File: src/rtl/mdu_iterative_if.sv
`default_nettype none
// ============================================================================
//  Module      : mdu_iterative_if
//  Description : Request/result bundle between the execute stage and the
//                iterative multiply/divide unit (op request, flush, HI/LO).
//  Revision    : 1.0  initial release
// ============================================================================
interface mdu_iterative_if #(
  parameter int WIDTH = 32
);
  logic             start;
  logic [2:0]       op;
  logic [WIDTH-1:0] a;
  logic [WIDTH-1:0] b;
  logic             flush;
  logic             busy;
  logic             done;
  logic [WIDTH-1:0] hi;
  logic [WIDTH-1:0] lo;

  modport master (
    output start, op, a, b, flush,
    input  busy, done, hi, lo
  );

  modport slave (
    input  start, op, a, b, flush,
    output busy, done, hi, lo
  );
endinterface
`default_nettype wire

File: src/rtl/mdu_iterative.sv
`default_nettype none
// ============================================================================
//  Module      : mdu_iterative
//  Description : Iterative MIPS multiply/divide unit with HI/LO registers.
//                Radix-2 shift-add multiply and restoring divide on operand
//                magnitudes, WIDTH iterations plus one sign-fix cycle.
//  Revision    : 1.0  initial release
// ============================================================================
module mdu_iterative #(
  parameter int WIDTH = 32
) (
  input  logic             clk,
  input  logic             rst_n,
  mdu_iterative_if.slave   bus
);

  localparam int         CW      = (WIDTH > 1) ? $clog2(WIDTH) : 1;
  localparam logic [2:0] OP_MULT  = 3'b000;
  localparam logic [2:0] OP_MULTU = 3'b001;
  localparam logic [2:0] OP_DIV   = 3'b010;
  localparam logic [2:0] OP_DIVU  = 3'b011;
  localparam logic [2:0] OP_MTHI  = 3'b100;
  localparam logic [2:0] OP_MTLO  = 3'b101;

  typedef enum logic [1:0] {
    S_IDLE = 2'd0,
    S_ITER = 2'd1,
    S_FIX  = 2'd2
  } state_e;

  state_e             state_q, state_d;
  logic [CW-1:0]      cnt_q, cnt_d;
  // Multiply: {partial product high, multiplier being shifted out}.
  // Divide:   {partial remainder, dividend shifting into quotient}.
  logic [2*WIDTH-1:0] acc_q, acc_d;
  logic [WIDTH-1:0]   mcand_q, mcand_d;     // multiplicand or divisor magnitude
  logic               is_div_q, is_div_d;
  logic               neg_res_q, neg_res_d; // negate product / quotient
  logic               neg_rem_q, neg_rem_d; // negate remainder
  logic [WIDTH-1:0]   hi_q, hi_d;
  logic [WIDTH-1:0]   lo_q, lo_d;
  logic               done_q, done_d;

  // Combinational temporaries
  logic               sgn_op, neg_a, neg_b;
  logic [WIDTH-1:0]   mag_a, mag_b;
  logic [WIDTH:0]     mul_sum;
  logic [WIDTH:0]     div_shift, div_diff;
  logic [2*WIDTH-1:0] prod_fix;

  assign bus.busy = (state_q != S_IDLE);
  assign bus.done = done_q;
  assign bus.hi   = hi_q;
  assign bus.lo   = lo_q;

  // State, operand and HI/LO registers; reset discards any operation
  always_ff @(posedge clk or negedge rst_n) begin
    if (!rst_n) begin
      state_q   <= S_IDLE;
      cnt_q     <= '0;
      acc_q     <= '0;
      mcand_q   <= '0;
      is_div_q  <= 1'b0;
      neg_res_q <= 1'b0;
      neg_rem_q <= 1'b0;
      hi_q      <= '0;
      lo_q      <= '0;
      done_q    <= 1'b0;
    end else begin
      state_q   <= state_d;
      cnt_q     <= cnt_d;
      acc_q     <= acc_d;
      mcand_q   <= mcand_d;
      is_div_q  <= is_div_d;
      neg_res_q <= neg_res_d;
      neg_rem_q <= neg_rem_d;
      hi_q      <= hi_d;
      lo_q      <= lo_d;
      done_q    <= done_d;
    end
  end

  // Next-state, datapath step and result write-back
  always_comb begin
    state_d   = state_q;
    cnt_d     = cnt_q;
    acc_d     = acc_q;
    mcand_d   = mcand_q;
    is_div_d  = is_div_q;
    neg_res_d = neg_res_q;
    neg_rem_d = neg_rem_q;
    hi_d      = hi_q;
    lo_d      = lo_q;
    done_d    = 1'b0;

    // Signed ops (even opcodes) work on magnitudes; the most negative value
    // maps to itself, which is still correct read as unsigned.
    sgn_op = ~bus.op[0];
    neg_a  = sgn_op & bus.a[WIDTH-1];
    neg_b  = sgn_op & bus.b[WIDTH-1];
    mag_a  = neg_a ? (-bus.a) : bus.a;
    mag_b  = neg_b ? (-bus.b) : bus.b;

    mul_sum   = {1'b0, acc_q[2*WIDTH-1:WIDTH]} + (acc_q[0] ? {1'b0, mcand_q} : '0);
    div_shift = acc_q[2*WIDTH-1:WIDTH-1];
    div_diff  = div_shift - {1'b0, mcand_q};
    prod_fix  = neg_res_q ? (-acc_q) : acc_q;

    unique case (state_q)
      S_IDLE: begin
        // flush squashes a same-edge request of any kind
        if (bus.start && !bus.flush) begin
          unique case (bus.op)
            OP_MULT, OP_MULTU, OP_DIV, OP_DIVU: begin
              is_div_d  = bus.op[1];
              acc_d     = {{WIDTH{1'b0}}, (bus.op[1] ? mag_a : mag_b)};
              mcand_d   = bus.op[1] ? mag_b : mag_a;
              // Divide by zero must leave the all-ones quotient untouched;
              // the remainder then naturally reproduces a.
              neg_res_d = (neg_a ^ neg_b) & ~(bus.op[1] && (bus.b == '0));
              neg_rem_d = neg_a;
              cnt_d     = '0;
              state_d   = S_ITER;
            end
            OP_MTHI: hi_d = bus.a;
            OP_MTLO: lo_d = bus.a;
            default: ;
          endcase
        end
      end
      S_ITER: begin
        if (bus.flush) begin
          state_d = S_IDLE;
        end else begin
          if (is_div_q) begin
            if (!div_diff[WIDTH])
              acc_d = {div_diff[WIDTH-1:0], acc_q[WIDTH-2:0], 1'b1};
            else
              acc_d = {div_shift[WIDTH-1:0], acc_q[WIDTH-2:0], 1'b0};
          end else begin
            acc_d = {mul_sum, acc_q[WIDTH-1:1]};
          end
          cnt_d = cnt_q + CW'(1);
          if (cnt_q == CW'(WIDTH - 1))
            state_d = S_FIX;
        end
      end
      S_FIX: begin
        state_d = S_IDLE;
        if (!bus.flush) begin
          done_d = 1'b1;
          if (is_div_q) begin
            lo_d = neg_res_q ? (-acc_q[WIDTH-1:0]) : acc_q[WIDTH-1:0];
            hi_d = neg_rem_q ? (-acc_q[2*WIDTH-1:WIDTH]) : acc_q[2*WIDTH-1:WIDTH];
          end else begin
            hi_d = prod_fix[2*WIDTH-1:WIDTH];
            lo_d = prod_fix[WIDTH-1:0];
          end
        end
      end
      default: state_d = S_IDLE;
    endcase
  end

endmodule
`default_nettype wire

File: src/flat_wrapper.sv
// flat-port wrapper written by rule: the top's interface ports become plain ports
module mdu_iterative_flat 
#(
  parameter int WIDTH = 32
)
  (clk, rst_n, bus_start, bus_op, bus_a, bus_b, bus_flush, bus_busy, bus_done, bus_hi, bus_lo);
  mdu_iterative_if #(.WIDTH(WIDTH)) bus_i ();
  input  logic clk;
  input  logic rst_n;
  input wire logic [$bits(bus_i.start)-1:0] bus_start;
  input wire logic [$bits(bus_i.op)-1:0] bus_op;
  input wire logic [$bits(bus_i.a)-1:0] bus_a;
  input wire logic [$bits(bus_i.b)-1:0] bus_b;
  input wire logic [$bits(bus_i.flush)-1:0] bus_flush;
  output wire logic [$bits(bus_i.busy)-1:0] bus_busy;
  output wire logic [$bits(bus_i.done)-1:0] bus_done;
  output wire logic [$bits(bus_i.hi)-1:0] bus_hi;
  output wire logic [$bits(bus_i.lo)-1:0] bus_lo;
  assign bus_i.start = bus_start;
  assign bus_i.op = bus_op;
  assign bus_i.a = bus_a;
  assign bus_i.b = bus_b;
  assign bus_i.flush = bus_flush;
  assign bus_busy = bus_i.busy;
  assign bus_done = bus_i.done;
  assign bus_hi = bus_i.hi;
  assign bus_lo = bus_i.lo;
  mdu_iterative #(.WIDTH(WIDTH)) u_core (.clk(clk), .rst_n(rst_n), .bus(bus_i));
endmodule
File: config.mk
export PLATFORM = sky130hd
export DESIGN_NAME = mdu_iterative_flat
export DESIGN_NICKNAME = d
export VERILOG_FILES = /design/src/rtl/mdu_iterative_if.sv /design/src/rtl/mdu_iterative.sv /design/src/flat_wrapper.sv
export SDC_FILE = /design/constraint.sdc
export NUM_CORES = 1
export LEC_CHECK = 0
export CAP_MARGIN = 20
export CORE_UTILIZATION = 35
export CTS_CLUSTER_SIZE = 14
export DETAILED_ROUTE_END_ITERATION = 10
export SYNTH_ARGS = -nofsm -noshare
export SYNTH_HDL_FRONTEND = slang
export SYNTH_SLANG_ARGS = --single-unit
File: constraint.sdc
create_clock -name clk -period 3.45 [get_ports clk]
set_input_delay 1.035 -clock clk [delete_from_list [all_inputs] [get_ports clk]]
set_output_delay 1.035 -clock clk [all_outputs]
set_load 0.05 [all_outputs]
==> key figures, run 1 <==
Status
  • Run status: finished clean

Timing
  • Total count of max-transition violations in the final report: 0
  • Max-Slew Margin vs Limit: 0.450
  • Crit path time final: ~3.4 ns
  • Fin Setup TNS: 0 ns
  • Fin. Hold Viols: 0
  • Share of the clock period used by the worst path: 0.976
  • Measured slew at the worst slew-check pin: just over 0.8 ns
  • Post-route worst hold slack: 0.478 ns
  • RSZ-0062 raised after global routing: false
  • Setup violation total in the final timing report: 0
  • Worst path setup slack after routing: 0.0830 ns
  • Max Clk Rate: slightly below 300 MHz
  • Clock Skew: 0.0176 ns

Placement
  • Post-DP Area: around 20000 sq um
  • Placer congestion estimate: 1.03
  • # port buffers: 136
  • Cell total after placement: approximately 2900
  • Placed wire-length estimate after detailed placement: approximately 55 mm
  • Worst setup slack after placement: -0.418 ns

CTS
  • Post-CTS Hold Buffers: 0
  • TritonCTS clock tree: done
  • Root Buffer Master: sky130_fd_sc_hd__clkbuf_16
  • Clock sinks: ~170
  • Buffers from clock root to sink, at most: 2
  • Number of buffers created by CTS: 17
  • H-tree depth: 4
  • Clk_lat worst skew: roughly 0.46 ns
  • Register clock-pin slew on the reported worst setup and hold paths: ~0.08 ns

GRT
  • First-pass GRT wire length: between 100 and 150 mm
  • Via count of the first global-routing pass: approximately 16000
  • Pin count of the biggest net entering global routing: 88
  • Antenna violations before repair: 3
  • GRT Resource Usage Total: 0.298
  • Total congestion overflow: 0

Detailed routing
  • Post-detailed-route count of antenna-violating nets: 0
  • Routed via count divided by cell count: slightly below 6
  • First-pass detailed-route iteration total: 6
  • Drt total wl: 67.9 mm
  • Initial drt markers: approximately 1900
  • Remaining DRCs: 0
  • Routed wirelength normalized by instance count: approximately 23 um
  • Metal1 wirelength: between 30 and 40 mm
  • Routed length on met2: slightly below 30 mm
  • Via total after detailed routing: around 17000
  • Highest routing layer actually used: met5
  • Met3 WL: between 5 and 6 mm

Power and ir drop
  • Logic gate share of total power: 0.659
  • Power after layout: 15.5 mW
  • Worst vdd ir: roughly 0.35 mV
  • Switching component of the power: about 8 mW
  • Total leakage power: 9.00 nW
  • Sequential share of power: 0.204
  • Power per unit of standard cell area: about 770 nW/um^2
  • Cell-internal power: 7.77 mW
  • Net Sw Frac: 0.500
  • Proportion of power drawn by the clock network: 0.136

Layout
  • Commonest cells after routing, fill and taps aside: 261 x sky130_fd_sc_hd__buf_4, 227 x sky130_fd_sc_hd__nor2_1, 217 x sky130_fd_sc_hd__nand2_1, 170 x sky130_fd_sc_hd__a21oi_1, 169 x sky130_fd_sc_hd__dfrtp_1
  • Synth-to-Final Area Change: 28.9%
  • Share of post-route cells with drive strength above 1: 0.152
  • Final Cell Area: 20100 sq um
  • Final Net Count: between 2000 and 2500
  • Final instance count without filler cells: ~2900
  • Core Util, Final: 0.456
  • Fillers: about 4500
  • Commonest non-fill, non-tap cell in the layout: sky130_fd_sc_hd__buf_4

Floorplanning
  • Die boundary width: between 200 and 250 um
  • Full die area: 45500 sq um
  • Std-Cell Core Area: 44100 sq um
  • I/O pin count: 137
  • Number of placement rows: 77
  • Chip height: roughly 210 um
  • Effective utilization at floorplan: 0.354

Synthesis
  • Top_reg_cell synth: sky130_fd_sc_hd__dfrtp_1
  • Number of synthesized flops with an enable pin: 0
  • Syn Nets: about 2200
  • Gate Count Post-Synth: a little over 2000
  • Average cell area after synthesis: 7.66 sq um
  • Flip-flop and latch count after synthesis: around 170
  • Number of distinct library cells after synthesis: between 80 and 90
  • Number of warnings reported in the yosys synthesis log: 0
  • Proportion of synthesized chip area in sequential cells: 0.274
  • Total standard cell area after synthesis: between 15000 and 20000 sq um
  • FFs w/ async S/R, synth: 1.00

Setup path
  • Data required time at the worst endpoint: between 3 and 4 ns
  • WP buf/inv: 1
  • Gate family responsible for the most delay along the worst path: compound AO/OA/AOI/OAI gates
  • Critical Path Sink Type: flip-flop
  • Worst-path maximum fanout: 3
  • Worst Path Class, Setup: reg -> reg
  • Crit path largest cell delay: 0.54 ns
  • Crit path cell chain: inv_1 -> ha_1 -> a21o_1 -> a311o_1 -> a221o_1 -> a221oi_1 -> nand2b_1 -> a41oi_1 -> xor2_1 -> o211ai_1
  • Arr. time, crit path: ~3.7 ns
  • CP Launch Type: flip-flop
  • CP max-delay cell: sky130_fd_sc_hd__a221oi_1

Worst hold path
  • Path class of the lowest-slack min-delay path: reg -> reg

Flow run
  • Reported max-cap violation count: 0
[power by group through the flow]
| stage | clock [mW] | combinational [mW] | sequential, mW |
|---|---|---|---|
| final | 2.12 | 10.2 | 3.18 |
| after global routing | 2.23 | 11.0 | 3.23 |
| after CTS | 2.14 | 10.0 | 3.14 |
| after detailed placement | 0 | 9.95 | 3.18 |
| after global placement | 0 | 9.90 | 3.16 |
| after floorplan | 0 | 5.69 | 3.58 |
[timing repair]
action | CTS | global route
setup buffers | 0 | 1
pin swaps | 0 | 3
resized for setup | 2 | 16
endpoints found under the setup margin | 2 | 31
[worst reg2reg max path, stage by stage (launching register included)]
cell and delay (ns):
sky130_fd_sc_hd__dfrtp_1 0.36, sky130_fd_sc_hd__inv_1 0.16, sky130_fd_sc_hd__ha_1 0.28, sky130_fd_sc_hd__a21o_1 0.21, sky130_fd_sc_hd__a311o_1 0.35, sky130_fd_sc_hd__a221o_1 0.37, sky130_fd_sc_hd__a221oi_1 0.54, sky130_fd_sc_hd__nand2b_1 0.25
sky130_fd_sc_hd__a41oi_1 0.30, sky130_fd_sc_hd__xor2_1 0.26, sky130_fd_sc_hd__o211ai_1 0.15
[registers in the layout (all words and copies together), names as in the netlist]
signal	flops
u_core.neg_res_q	1
u_core.state_q	2
u_core.bus.lo	32
u_core.mcand_q	32
u_core.bus.hi	32
u_core.is_div_q	1
u_core.cnt_q	5
u_core.bus.done	1
u_core.neg_rem_q	1
u_core.acc_q	64
[cells in the mapped netlist, drive strengths merged (12+ instances only)]
library cell,instances,share of area
and2,17,0.0069
buf,17,0.0067
dfrtp,171,0.27
or4,18,0.0096
nor2b,19,0.0076
a211oi,25,0.012
o21ai,184,0.059
clkbuf,109,0.027
o31ai,39,0.019
o211ai,24,0.012
a31oi,27,0.011
a21o,42,0.020
or3,13,0.0052
a22oi,12,0.0058
xnor2,83,0.047
nor3,53,0.017
inv,73,0.018
xor2,73,0.041
mux2i,75,0.048
nand2,217,0.052
ha,70,0.056
a21oi,171,0.055
nand2b,19,0.0076
nor2,229,0.055
and3,20,0.0080
o221ai,12,0.0067
nor4,26,0.012
nand3,39,0.012
[metal layers]
| layer | up-vias | global-route usage |
|---|---|---|
| li1 | 7992 | - |
| met1 | 8377 | 0.432 |
| met2 | 806 | 0.449 |
| met3 | 102 | 0.0529 |
| met4 | 2 | 0.0783 |
| met5 | - | 0 |
[cell type report]
type	count	area (sq um)	share of cell area
Clock buffer	18	439	0.0218
Multi-Input combinational cell	1667	10600	0.529
Clock inverter	14	184	0.00914
Timing Repair Buffer	410	3550	0.177
Sequential cell	171	4280	0.213
Antenna cell	1	2.50	0.000124
Inverter	74	278	0.0138
Tap cell	592	741	0.0368
[final timing paths]
path                                     end  slack (ns)  depth (start not counted)               from
setup / recovery            u_core.acc_q[53]        0.08                         10  u_core.mcand_q[8]
min in group asynchronous  u_core.bus.hi[13]        0.55                          1              rst_n
setup reg to reg            u_core.acc_q[53]        0.08                         10  u_core.mcand_q[8]
max in group asynchronous   u_core.acc_q[12]        2.05                          2              rst_n
hold / removal              u_core.bus.lo[1]        0.48                          1   u_core.bus.lo[1]
hold reg to reg             u_core.bus.lo[1]        0.48                          1   u_core.bus.lo[1]
[cells by family after synthesis]
kind of cell	Yosys count	share of synthesized area
AO/OA/AOI/OAI	647	0.261
XOR/XNOR	156	0.0875
buffers and inverters	200	0.0514
flip-flops	171	0.274
AND/OR/NAND/NOR	715	0.218
multiplexers	77	0.0495
adder cells (fa/ha/maj)	72	0.0586
Power figures use the tool's default switching activity.
==> inputs of run 2 (changes only) <==
--- a/config.mk
+++ b/config.mk
@@ -7,5 +7,6 @@
 export LEC_CHECK = 0
 export CAP_MARGIN = 20
-export CORE_UTILIZATION = 35
+export CORE_MARGIN = 2
+export CORE_UTILIZATION = 40
 export CTS_CLUSTER_SIZE = 14
 export DETAILED_ROUTE_END_ITERATION = 10
==> constraint.sdc (replaced) <==
create_clock -name clk -period 3.45 [get_ports clk]
set_input_delay 0.69 -clock clk [delete_from_list [all_inputs] [get_ports clk]]
set_output_delay 0.69 -clock clk [all_outputs]
set_load 0.05 [all_outputs]
==> key figures, run 2 (synthesis gave the netlist of run 1 again) <==
Detailed routing
  • Post-detailed-route count of antenna-violating nets: 0
  • Via total after detailed routing: approximately 17000
  • First-pass detailed-route iteration total: 5
  • Routed wirelength normalized by instance count: between 20 and 25 um
  • Routed via count divided by cell count: between 6 and 7
  • Remaining DRCs: 0
  • Drt total wl: 65.9 mm
  • Initial drt markers: between 2000 and 2500

Floorplanning
  • Die boundary width: 202 um
  • Full die area: between 40000 and 50000 sq um
  • I/O pin count: around 140
  • Std-Cell Core Area: roughly 39000 sq um
  • Chip height: 202 um
  • Effective utilization at floorplan: 0.405
  • Number of placement rows: 72

CTS
  • Root Buffer Master: sky130_fd_sc_hd__clkbuf_16
  • Post-CTS repair timing setup buffer count: 0
  • Number of buffers created by CTS: 17
  • Post-CTS Hold Buffers: 0
  • Clk_lat worst skew: 0.47 ns
  • Buffers from clock root to sink, at most: 2
  • Clock sinks: 171
  • H-tree depth: 4
  • Register clock-pin slew on the reported worst setup and hold paths: roughly 0.07 ns
  • TritonCTS clock tree: done

Setup path
  • Register-to-register setup slack: roughly 0.13 ns
  • Critical Path Sink Type: flip-flop
  • Worst Path Class, Setup: reg -> reg
  • Data required time at the worst endpoint: 3.80 ns
  • Worst r2r src: u_core.acc_q[0]
  • Arr. time, crit path: roughly 3.7 ns
  • Capture point of the worst reg-to-reg path: u_core.acc_q[57]
  • Critical Path Start: u_core.acc_q[0]
  • Number of cells on the worst reg-to-reg path: 13
  • End point of the critical path: u_core.acc_q[57]
  • Worst-path maximum fanout: 21
  • CP Launch Type: flip-flop

Timing
  • RSZ-0062 raised after global routing: false
  • Max Clk Rate: about 300 MHz
  • Max-Slew Margin vs Limit: 0.324
  • Clock Skew: 0.0119 ns
  • Measured slew at the worst slew-check pin: just over 1 ns
  • Fin. Hold Viols: 0
  • Share of the clock period used by the worst path: 0.963
  • Post-route worst hold slack: 0.263 ns
  • Setup violation total in the final timing report: 0
  • Crit path time final: between 3 and 4 ns
  • Total count of max-transition violations in the final report: 0

Placement
  • # port buffers: 136
  • Placed wire-length estimate after detailed placement: about 53 mm
  • Placer congestion estimate: approximately 1

Power and ir drop
  • Power per unit of standard cell area: roughly 800 nW/um^2
  • Worst vdd ir: roughly 0.35 mV
  • Total leakage power: 8.43 nW

Layout
  • Final Net Count: 2383
  • Core Util, Final: 0.497
  • Synth-to-Final Area Change: 22.6%
  • Share of post-route cells with drive strength above 1: 0.111
  • Reg with most FFs: u_core.acc_q
  • Max reg flops: 64
  • Commonest cells after routing, fill and taps aside: 227 x sky130_fd_sc_hd__nor2_1, 217 x sky130_fd_sc_hd__nand2_1, 171 x sky130_fd_sc_hd__a21oi_1, 168 x sky130_fd_sc_hd__dfrtp_1, 164 x sky130_fd_sc_hd__buf_4
  • Fillers: between 3000 and 4000
  • Commonest non-fill, non-tap cell in the layout: sky130_fd_sc_hd__nor2_1
  • Antenna cells: 0

GRT
  • Antenna violations before repair: 1
  • Pin count of the biggest net entering global routing: around 90
  • Via count of the first global-routing pass: around 15000
  • Total congestion overflow: 0
  • First-pass GRT wire length: a little under 100 mm
  • GRT Resource Usage Total: 0.318

Status
  • Run status: finished clean

Flow run
  • Reported max-cap violation count: 0

Worst hold path
  • Path class of the lowest-slack min-delay path: in -> async
run 2: changes by cell type in the layout (fill, tap and decap cells not counted), sizes merged:
| cell | before | now |
|---|---|---|
| buf | 276 | 175 |
| bufinv | 3 | 0 |
| clkbuf | 18 | 20 |
| diode | 1 | 0 |
| inv | 77 | 78 |
run 2: worst min-delay path by stage:
stage | from | to | slack, ns | cells after the start
4_1_cts | rst_n | u_core.bus.lo[15] | 0.32 | 1
3_5_place_dp | u_core.bus.hi[6] | u_core.bus.hi[6] | 0.47 | 2
3_3_place_gp | u_core.cnt_q[4] | u_core.cnt_q[4] | 0.46 | 2
5_1_grt | rst_n | u_core.bus.lo[15] | 0.34 | 1
6_report | rst_n | u_core.bus.lo[15] | 0.26 | 1
2_1_floorplan | rst_n | u_core.acc_q[0] | 0.39 | 0
run 2: worst max-delay path, stage by stage (launching register included):
cell and delay [ns]:
sky130_fd_sc_hd__dfrtp_1 0.36, sky130_fd_sc_hd__inv_1 0.07, sky130_fd_sc_hd__buf_12 0.16, sky130_fd_sc_hd__nor2_1 0.30, sky130_fd_sc_hd__ha_1 0.33, sky130_fd_sc_hd__or2_2 0.33
sky130_fd_sc_hd__a31o_2 0.27, sky130_fd_sc_hd__o21ai_0 0.21, sky130_fd_sc_hd__buf_4 0.19, sky130_fd_sc_hd__o31a_1 0.30, sky130_fd_sc_hd__mux2i_1 0.27, sky130_fd_sc_hd__a211oi_2 0.07
sky130_fd_sc_hd__buf_4 0.16, sky130_fd_sc_hd__a22o_1 0.19
run 2: metrics by stage:
stage | cell area (sq um) | setup WS (ns) | instances | total power [mW] | setup TNS [ns]
2_1_floorplan | 15600 | 0.399 | 2038 | 9.26 | 0
3_3_place_gp | 18600 | -0.0479 | 2739 | 13.0 | -0.128
3_5_place_dp | 18600 | -0.104 | 2739 | 13.1 | -0.472
4_1_cts | 19100 | 0.119 | 2771 | 15.0 | 0
5_1_grt | 19200 | 0.000367 | 2771 | 16.2 | 0
6_report | 19200 | 0.127 | 2771 | 15.3 | 0
run 2: repair_timing:
| action | in CTS | in global routing |
|---|---|---|
| setup endpoints to repair | 0 | 10 |
| endpoints found under the hold margin | 0 | 0 |
| gates resized for setup | 0 | 8 |
run 2: report_power, final:
| part | total [mW] | internal, mW | switching [mW] | leakage [nW] |
|---|---|---|---|---|
| Clock | 1.91 | 0.977 | 0.929 | 0.273 |
| Sequential | 3.25 | 2.53 | 0.720 | 2.15 |
| Combinational | 10.2 | 3.88 | 6.29 | 6.01 |
| Total | 15.3 | 7.39 | 7.94 | 8.43 |
run 2: area by class of cell:
type	count	area, sq um	area share
multi-input cells	1667	10600	0.554
flip-flops and latches	171	4280	0.224
clock inverters	12	104	0.00542
repair buffers	309	2770	0.145
well taps	518	648	0.0338
inverters	74	278	0.0145
clock buffers	20	457	0.0238
run 2: metal layers:
layer	global-route usage	wire, um	up-vias
li1	-	-	7775
met1	0.481	30500	8170
met2	0.453	27000	871
met3	0.0611	6310	90
met4	0.0980	2040	0
met5	0	0	-
